`src/rtl/btc_pkg.sv`:
```
`default_nettype none
// ============================================================================
// Module      : btc_pkg
// Description : Shared constants, state encoding and helpers for the
//               header word server.
// Revision    : 1.0 - initial release
// ============================================================================
package btc_pkg;

    localparam int HDR_BYTES  = 80;
    localparam int HDR_WORDS  = HDR_BYTES / 4;
    localparam int NONCE_WORD = 19;

    localparam logic [31:0] PAD_WORD = 32'h8000_0000;
    localparam logic [31:0] LEN_WORD = 32'(HDR_BYTES * 8);

    // Word addresses of the padding-block entries that are not header data
    localparam logic [4:0] PAD_ADDR = 5'(HDR_WORDS);
    localparam logic [4:0] LEN_ADDR = 5'd31;

    typedef enum logic [1:0] {
        S_IDLE  = 2'd0,
        S_LOAD  = 2'd1,
        S_READY = 2'd2
    } state_t;

    // Reverse byte order; the nonce is little-endian inside a big-endian word
    function automatic logic [31:0] byteswap32(input logic [31:0] v);
        return {v[7:0], v[15:8], v[23:16], v[31:24]};
    endfunction

endpackage
`default_nettype wire

```
`src/rtl/header_word_server_if.sv`:
```
`default_nettype none
// ============================================================================
// Module      : header_word_server_if
// Description : Byte-load, nonce and word-request signals of the header
//               word server. master = feeder/hasher side, slave = server.
// Revision    : 1.0 - initial release
// ============================================================================
interface header_word_server_if;

    logic        load_start;
    logic        in_valid;
    logic [7:0]  in_data;
    logic        in_ready;
    logic        hdr_valid;
    logic        nonce_inc;
    logic        nonce_wrap;
    logic        w_rq;
    logic [4:0]  w_addr;
    logic [31:0] w_data;
    logic        w_rdy;

    modport master (
        output load_start, in_valid, in_data, nonce_inc, w_rq, w_addr,
        input  in_ready, hdr_valid, nonce_wrap, w_data, w_rdy
    );

    modport slave (
        input  load_start, in_valid, in_data, nonce_inc, w_rq, w_addr,
        output in_ready, hdr_valid, nonce_wrap, w_data, w_rdy
    );

endinterface
`default_nettype wire

```
`src/rtl/header_regfile.sv`:
```
`default_nettype none
// ============================================================================
// Module      : header_regfile
// Description : Header storage (HDR_WORDS x 32). Byte write port, word read
//               port and an in-place little-endian nonce increment port.
// Revision    : 1.0 - initial release
// ============================================================================
module header_regfile
    import btc_pkg::*;
(
    input  wire logic        clk,
    input  wire logic        wr_en_i,
    input  wire logic [6:0]  wr_addr_i,
    input  wire logic [7:0]  wr_data_i,
    input  wire logic [4:0]  rd_addr_i,
    output logic      [31:0] rd_data_o,
    input  wire logic        inc_en_i,
    output logic             inc_carry_o
);

    // Storage is deliberately not reset: a reset must not cost a header reload
    logic [31:0] mem_q [HDR_WORDS];

    logic [4:0]  w_wr_word;
    logic [1:0]  w_wr_lane;
    logic        w_wr_ok;
    logic [32:0] w_nonce_sum;

    assign w_wr_word = wr_addr_i[6:2];
    assign w_wr_lane = wr_addr_i[1:0];
    assign w_wr_ok   = wr_en_i && (wr_addr_i < 7'(HDR_BYTES));

    // Nonce value is the byte-swapped word; the 33rd bit is the wrap carry
    assign w_nonce_sum = {1'b0, byteswap32(mem_q[NONCE_WORD])} + 33'd1;
    assign inc_carry_o = w_nonce_sum[32];

    // Combinational word read; out-of-range addresses return zero
    always_comb begin
        rd_data_o = '0;
        if (rd_addr_i < 5'(HDR_WORDS)) begin
            rd_data_o = mem_q[rd_addr_i];
        end
    end

    // Write port: nonce write-back or a single header byte (never both at once)
    always_ff @(posedge clk) begin
        if (inc_en_i) begin
            mem_q[NONCE_WORD] <= byteswap32(w_nonce_sum[31:0]);
        end else if (w_wr_ok) begin
            // Byte 4k sits in bits [31:24] of word k
            case (w_wr_lane)
                2'd0:    mem_q[w_wr_word][31:24] <= wr_data_i;
                2'd1:    mem_q[w_wr_word][23:16] <= wr_data_i;
                2'd2:    mem_q[w_wr_word][15:8]  <= wr_data_i;
                default: mem_q[w_wr_word][7:0]   <= wr_data_i;
            endcase
        end
    end

endmodule
`default_nettype wire

```
`src/rtl/header_word_server.sv`:
```
`default_nettype none
// ============================================================================
// Module      : header_word_server
// Description : Loads an 80-byte block header from a byte stream and serves
//               the 32 words of the two SHA-256 message blocks (header plus
//               padding) to the hasher. Owns and increments the nonce.
// Revision    : 1.0 - initial release
// ============================================================================
module header_word_server
    import btc_pkg::*;
(
    input  wire logic           clk,
    input  wire logic           rst,
    header_word_server_if.slave bus
);

    localparam logic [6:0] C_LAST_BYTE = 7'(HDR_BYTES - 1);

    state_t      state_q, state_d;
    logic [6:0]  cnt_q, cnt_d;
    logic        w_rdy_q;
    logic [31:0] w_data_q;
    logic        nonce_wrap_q;

    logic        w_byte_acc;
    logic        w_nonce_acc;
    logic        w_req_acc;
    logic        w_carry;
    logic [31:0] w_rd_data;
    logic [31:0] w_word;
    logic        w_in_ready;
    logic        w_hdr_valid;

    // load_start wins over a byte or a nonce increment in the same cycle
    assign w_byte_acc  = (state_q == S_LOAD)  && bus.in_valid  && !bus.load_start;
    assign w_nonce_acc = (state_q == S_READY) && bus.nonce_inc && !bus.load_start;
    // One accept per two cycles: never accept while the previous answer is out
    assign w_req_acc   = (state_q == S_READY) && bus.w_rq && !w_rdy_q;

    header_regfile u_regfile (
        .clk         (clk),
        .wr_en_i     (w_byte_acc),
        .wr_addr_i   (cnt_q),
        .wr_data_i   (bus.in_data),
        .rd_addr_i   (bus.w_addr),
        .rd_data_o   (w_rd_data),
        .inc_en_i    (w_nonce_acc),
        .inc_carry_o (w_carry)
    );

    // Word map: header words, then the padding block constants
    always_comb begin
        w_word = '0;
        if (bus.w_addr < PAD_ADDR) begin
            w_word = w_rd_data;
        end else if (bus.w_addr == PAD_ADDR) begin
            w_word = PAD_WORD;
        end else if (bus.w_addr == LEN_ADDR) begin
            w_word = LEN_WORD;
        end
    end

    // State and byte-count register
    always_ff @(posedge clk or posedge rst) begin
        if (rst) begin
            state_q <= S_IDLE;
            cnt_q   <= '0;
        end else begin
            state_q <= state_d;
            cnt_q   <= cnt_d;
        end
    end

    // Next-state logic and state-decoded outputs
    always_comb begin
        state_d     = state_q;
        cnt_d       = cnt_q;
        w_in_ready  = 1'b0;
        w_hdr_valid = 1'b0;
        case (state_q)
            S_LOAD: begin
                w_in_ready = 1'b1;
                if (w_byte_acc) begin
                    cnt_d = cnt_q + 7'd1;
                    if (cnt_q == C_LAST_BYTE) begin
                        state_d = S_READY;
                    end
                end
            end
            S_READY: begin
                w_hdr_valid = 1'b1;
            end
            default: begin
                state_d = S_IDLE;
            end
        endcase
        if (bus.load_start) begin
            state_d = S_LOAD;
            cnt_d   = '0;
        end
    end

    // Word response and nonce-wrap pulse registers
    always_ff @(posedge clk or posedge rst) begin
        if (rst) begin
            w_rdy_q      <= 1'b0;
            w_data_q     <= '0;
            nonce_wrap_q <= 1'b0;
        end else begin
            w_rdy_q      <= w_req_acc;
            nonce_wrap_q <= w_nonce_acc && w_carry;
            if (w_req_acc) begin
                w_data_q <= w_word;
            end
        end
    end

    assign bus.in_ready   = w_in_ready;
    assign bus.hdr_valid  = w_hdr_valid;
    assign bus.w_rdy      = w_rdy_q;
    assign bus.w_data     = w_data_q;
    assign bus.nonce_wrap = nonce_wrap_q;

endmodule
`default_nettype wire

```
`src/flat_wrapper.sv`:
```
// flat-port wrapper written by rule: the top's interface ports become plain ports
module header_word_server_flat import btc_pkg::*;
  (clk, rst, bus_load_start, bus_in_valid, bus_in_data, bus_nonce_inc, bus_w_rq, bus_w_addr, bus_in_ready, bus_hdr_valid, bus_nonce_wrap, bus_w_data, bus_w_rdy);
  header_word_server_if bus_i ();
  input  wire logic clk;
  input  wire logic rst;
  input wire logic [$bits(bus_i.load_start)-1:0] bus_load_start;
  input wire logic [$bits(bus_i.in_valid)-1:0] bus_in_valid;
  input wire logic [$bits(bus_i.in_data)-1:0] bus_in_data;
  input wire logic [$bits(bus_i.nonce_inc)-1:0] bus_nonce_inc;
  input wire logic [$bits(bus_i.w_rq)-1:0] bus_w_rq;
  input wire logic [$bits(bus_i.w_addr)-1:0] bus_w_addr;
  output wire logic [$bits(bus_i.in_ready)-1:0] bus_in_ready;
  output wire logic [$bits(bus_i.hdr_valid)-1:0] bus_hdr_valid;
  output wire logic [$bits(bus_i.nonce_wrap)-1:0] bus_nonce_wrap;
  output wire logic [$bits(bus_i.w_data)-1:0] bus_w_data;
  output wire logic [$bits(bus_i.w_rdy)-1:0] bus_w_rdy;
  assign bus_i.load_start = bus_load_start;
  assign bus_i.in_valid = bus_in_valid;
  assign bus_i.in_data = bus_in_data;
  assign bus_i.nonce_inc = bus_nonce_inc;
  assign bus_i.w_rq = bus_w_rq;
  assign bus_i.w_addr = bus_w_addr;
  assign bus_in_ready = bus_i.in_ready;
  assign bus_hdr_valid = bus_i.hdr_valid;
  assign bus_nonce_wrap = bus_i.nonce_wrap;
  assign bus_w_data = bus_i.w_data;
  assign bus_w_rdy = bus_i.w_rdy;
  header_word_server u_core (.clk(clk), .rst(rst), .bus(bus_i));
endmodule
```
`config.mk`:
```
export PLATFORM = sky130hd
export DESIGN_NAME = header_word_server_flat
export DESIGN_NICKNAME = d
export VERILOG_FILES = /design/src/rtl/btc_pkg.sv /design/src/rtl/header_word_server_if.sv /design/src/rtl/header_regfile.sv /design/src/rtl/header_word_server.sv /design/src/flat_wrapper.sv
export SDC_FILE = /design/constraint.sdc
export NUM_CORES = 1
export LEC_CHECK = 0
export BUFFER_PORTS_ARGS = -buffer_cell sky130_fd_sc_hd__buf_2
export CORE_ASPECT_RATIO = 2
export CORE_MARGIN = 4
export CORE_UTILIZATION = 35
export DETAILED_ROUTE_END_ITERATION = 12
export GPL_TIMING_DRIVEN = 0
export MAX_ROUTING_LAYER = met4
export PLACE_DENSITY = 0.62
export SLEW_MARGIN = 20
export SYNTH_ARGS = -nofsm -noshare
export SYNTH_HDL_FRONTEND = slang
export SYNTH_SLANG_ARGS = --single-unit
```
`constraint.sdc`:
```
create_clock -name clk -period 3.45 [get_ports clk]
set_input_delay 0.1725 -clock clk [delete_from_list [all_inputs] [get_ports clk]]
set_output_delay 0.1725 -clock clk [all_outputs]
set_load 0.01 [all_outputs]
```
==> out/metrics.cfg <==
[status]
failed_checks=setup timing
status=complete, but fails checks

[route]
top_layer=met4
ant_nets=0
drt-met1-wl_mm=27.0
wl_met3_mm=3.88
drt-total-wl_mm=87.2
vias=15500
viasPerCell=5.64
drc_errors=0
drtPass1Iterations=6
dr_wl_met2_mm=47.9
drtIter0Drc=1461
route.detailed.wl_per_inst_um=31.6

[power_and_ir_drop]
p_per_area_nw_per_um2=515
ir_worst_vdd_mv=0.349
leakagePower_nw=10.3

[sta]
hold_viol=0
post-route-period-util=1.02
clock_skew_ns=0.0206
rsz0062_at_grt=true
fin_crit_ns=3.54
max_freq_mhz=283
worstMarginPinSlew_ns=1.20
final-setup-viol-count=26
setup_tns_ns=-0.632
final_max_slew_viol_count=0
maxSlewHeadroom=0.202
timing.final.ws_setup_ns=-0.0861
whs_ns=0.0537

[synthesis]
ys_seq_elements=683
avgSynthCellArea_um2=18.2
synth_top_cell_by_area=edfxtp_1
ys_async_sr_fraction=0.0630
synthTopCellsByArea=edfxtp_1 70%, mux4_2 10%, dfrtp_1 3.9%, mux2_2 2.5%, o21ai_0 1.1%
synth_nets=1533
yosysSeqAreaShare=0.738
synth_edf_count=640
synth.distinct_cells=57
syn_area_um2=27500
synth_ff_type=edfxtp_1
synth_top_area_share=0.699
synthCells=1508
synth-warning-count=0

[placed_design]
place_hpwl_mm=65.3
io_buffer_count=51
place_congestion=0.981

[floorplan]
chipWidth_um=206
die_h_um=404
start_util=0.352
core-area_um2=78000
io_pins=55
die_area_um2=83300
num_rows=145

[final_layout]
fin_util=0.411
area_delta_synth_final_pct=16.8
fillCellCount=6990
drive_gt1_frac=0.316
seqCellArea_um2=20300
multiInputGateArea_um2=7450
nets=1709

[worst_setup_path]
critPathArrivalTime_ns=3.90
path_max_fanout=10
criticalPathCategory=reg2reg
max_stage_delay_ns=0.78
crit_slowest_cell=clkbuf_1
cp_cell_sequence=nor4bb_1 -> clkbuf_1 -> o21bai_1 -> nand4b_1 -> clkbuf_1 -> nor3_2 -> buf_6
cp.required_ns=3.82
cpMostUsedCell=clkbuf_1
cp-start-kind=flip-flop
critPathCaptureType=flip-flop

[cts]
cts_buffer_depth=3
clk_pin_slew_ns=0.07
cts_made_buffers=52
cts_sinks=683
clk_latency_ns=0.61
cts_tree=done
htreeDepth=2
cts-root-buf=clkbuf_16

[global_routing]
grt_max_degree=31
antenna_found_initial=2
grt_use_total=0.215
grt_pass1_vias=16400
grt_pass1_wl_mm=122
gr-total-overflow=0

[min_path]
hp-class=in2async

[run]
cap_violations=0

## where the power goes
part / leakage [nW] / switching (mW) / internal [mW]
sequential: 6.33 / 0.0291 / 9.17
clock: 0.838 / 2.88 / 3.37
combinational: 3.12 / 0.761 / 0.339
## stage by stage
step / cells / setup slack (ns) / total power [mW] / area (µm²)
final: 2756 / -0.0861 / 16.5 / 32100
after global routing: 2756 / -0.0835 / 17.0 / 32100
after CTS: 2752 / -0.167 / 16.6 / 32000
after detailed placement: 2652 / -0.638 / 10.5 / 30100
after global placement: 2588 / -1.32 / 10.4 / 29000
after floorplan: 1508 / 0.531 / 9.93 / 27500
## path summary, 6_finish.rpt
check	start	end	slack [ns]	depth (start not counted)
worst max-delay path	u_core.state_q[1]	u_core.u_regfile.mem_q[11][20]	-0.09	7
worst min-delay path	rst	u_core.bus.w_data[10]	0.05	3
worst max register to register	u_core.state_q[1]	u_core.u_regfile.mem_q[11][20]	-0.09	7
worst min register to register	u_core.bus.w_data[14]	u_core.bus.w_data[14]	0.48	2
max in group asynchronous	rst	u_core.bus.w_data[27]	2.83	4
min in group clk	bus_load_start	u_core.cnt_q[0]	0.07	3
## cell usage after synthesis, types with 3 or more instances
cell and instances:
a221oi_1 28, nor3_1 58, a31o_2 4, nand3_1 16
nand2_1 74, o31ai_1 10, mux4_2 125, inv_1 8
buf_2 25, ha_1 6, or3_1 6, buf_1 6
nand2b_1 3, clkbuf_1 63, nor2_1 40, nor2b_1 8
and4_1 5, a22oi_1 34, a21oi_1 26, dfrtp_1 43
o21ai_0 63, xor2_1 7, nand4_1 12, nor4_1 15
nand4b_1 3, edfxtp_1 640, xnor2_1 11, a31oi_1 20
or4_1 10, and3_1 27, and2_1 5, mux2_2 60
mux2i_1 12, or4_2 3
## placed cells by master (no fill, tap or decap), drive strengths merged, types with 6 or more instances in the layout
cell type and instances:
a21oi 26, a221oi 28, a22oi 34, a31oi 20
and3 27, buf 155, clkbuf 138, clkinv 14
dfrtp 43, edfxtp 640, ha 6, inv 9
mux2 60, mux2i 12, mux4 126, nand2 76
nand3 17, nand4 13, nor2 40, nor2b 8
nor3 58, nor4 15, o21ai 63, o31ai 10
or3 8, or4 15, xnor2 11, xor2 7
## routing by layer
metal	vias to the layer above	GRT usage
li1	6508	-
met3	264	0.0250
met5	-	-
met1	8125	0.205
met4	0	0.160
met2	635	0.391
## registers in the layout, indices dropped and copies added, names as in the netlist
name,count
u_core.bus.w_data,32
u_core.state_q,2
u_core.cnt_q,7
u_core.bus.nonce_wrap,1
u_core.bus.w_rdy,1
u_core.u_regfile.mem_q,640
## logic make-up after synthesis
kind of cell,count (synthesis),synth area share
compound gates,194,0.0458
xor+xnor,18,0.00574
fa+ha+maj,6,0.00273
buf+inv,106,0.0163
flops,683,0.738
mux,198,0.132
simple gates,303,0.0587
## cell type report
type | instances | area share
flip-flops and latches | 683 | 0.632
multi-input cells | 719 | 0.232
clock buffers | 76 | 0.0462
well taps | 1029 | 0.0401
repair buffers | 122 | 0.0277
plain buffers | 97 | 0.0134
clock inverters | 20 | 0.00709
inverters | 9 | 0.00113
diodes | 1 | 0.0000780
## repair_timing
action                                  in CTS  in global routing
endpoints found under the setup margin     460                334
resized for setup                           22                 26
hold buffers                                 2                  0
pin swaps                                    0                  2
endpoints found under the hold margin       45                  0
buffers inserted                             2                  3
## worst max-delay path, delay by kind of cell, from the launching register on
family,cells,cell delay [ns]
DFF,1,0.44
and+or+nand+nor,3,1.17
buffers and inverters,3,1.39
AOI/OAI and AO/OA,1,0.29
Power figures use the tool's default switching activity.
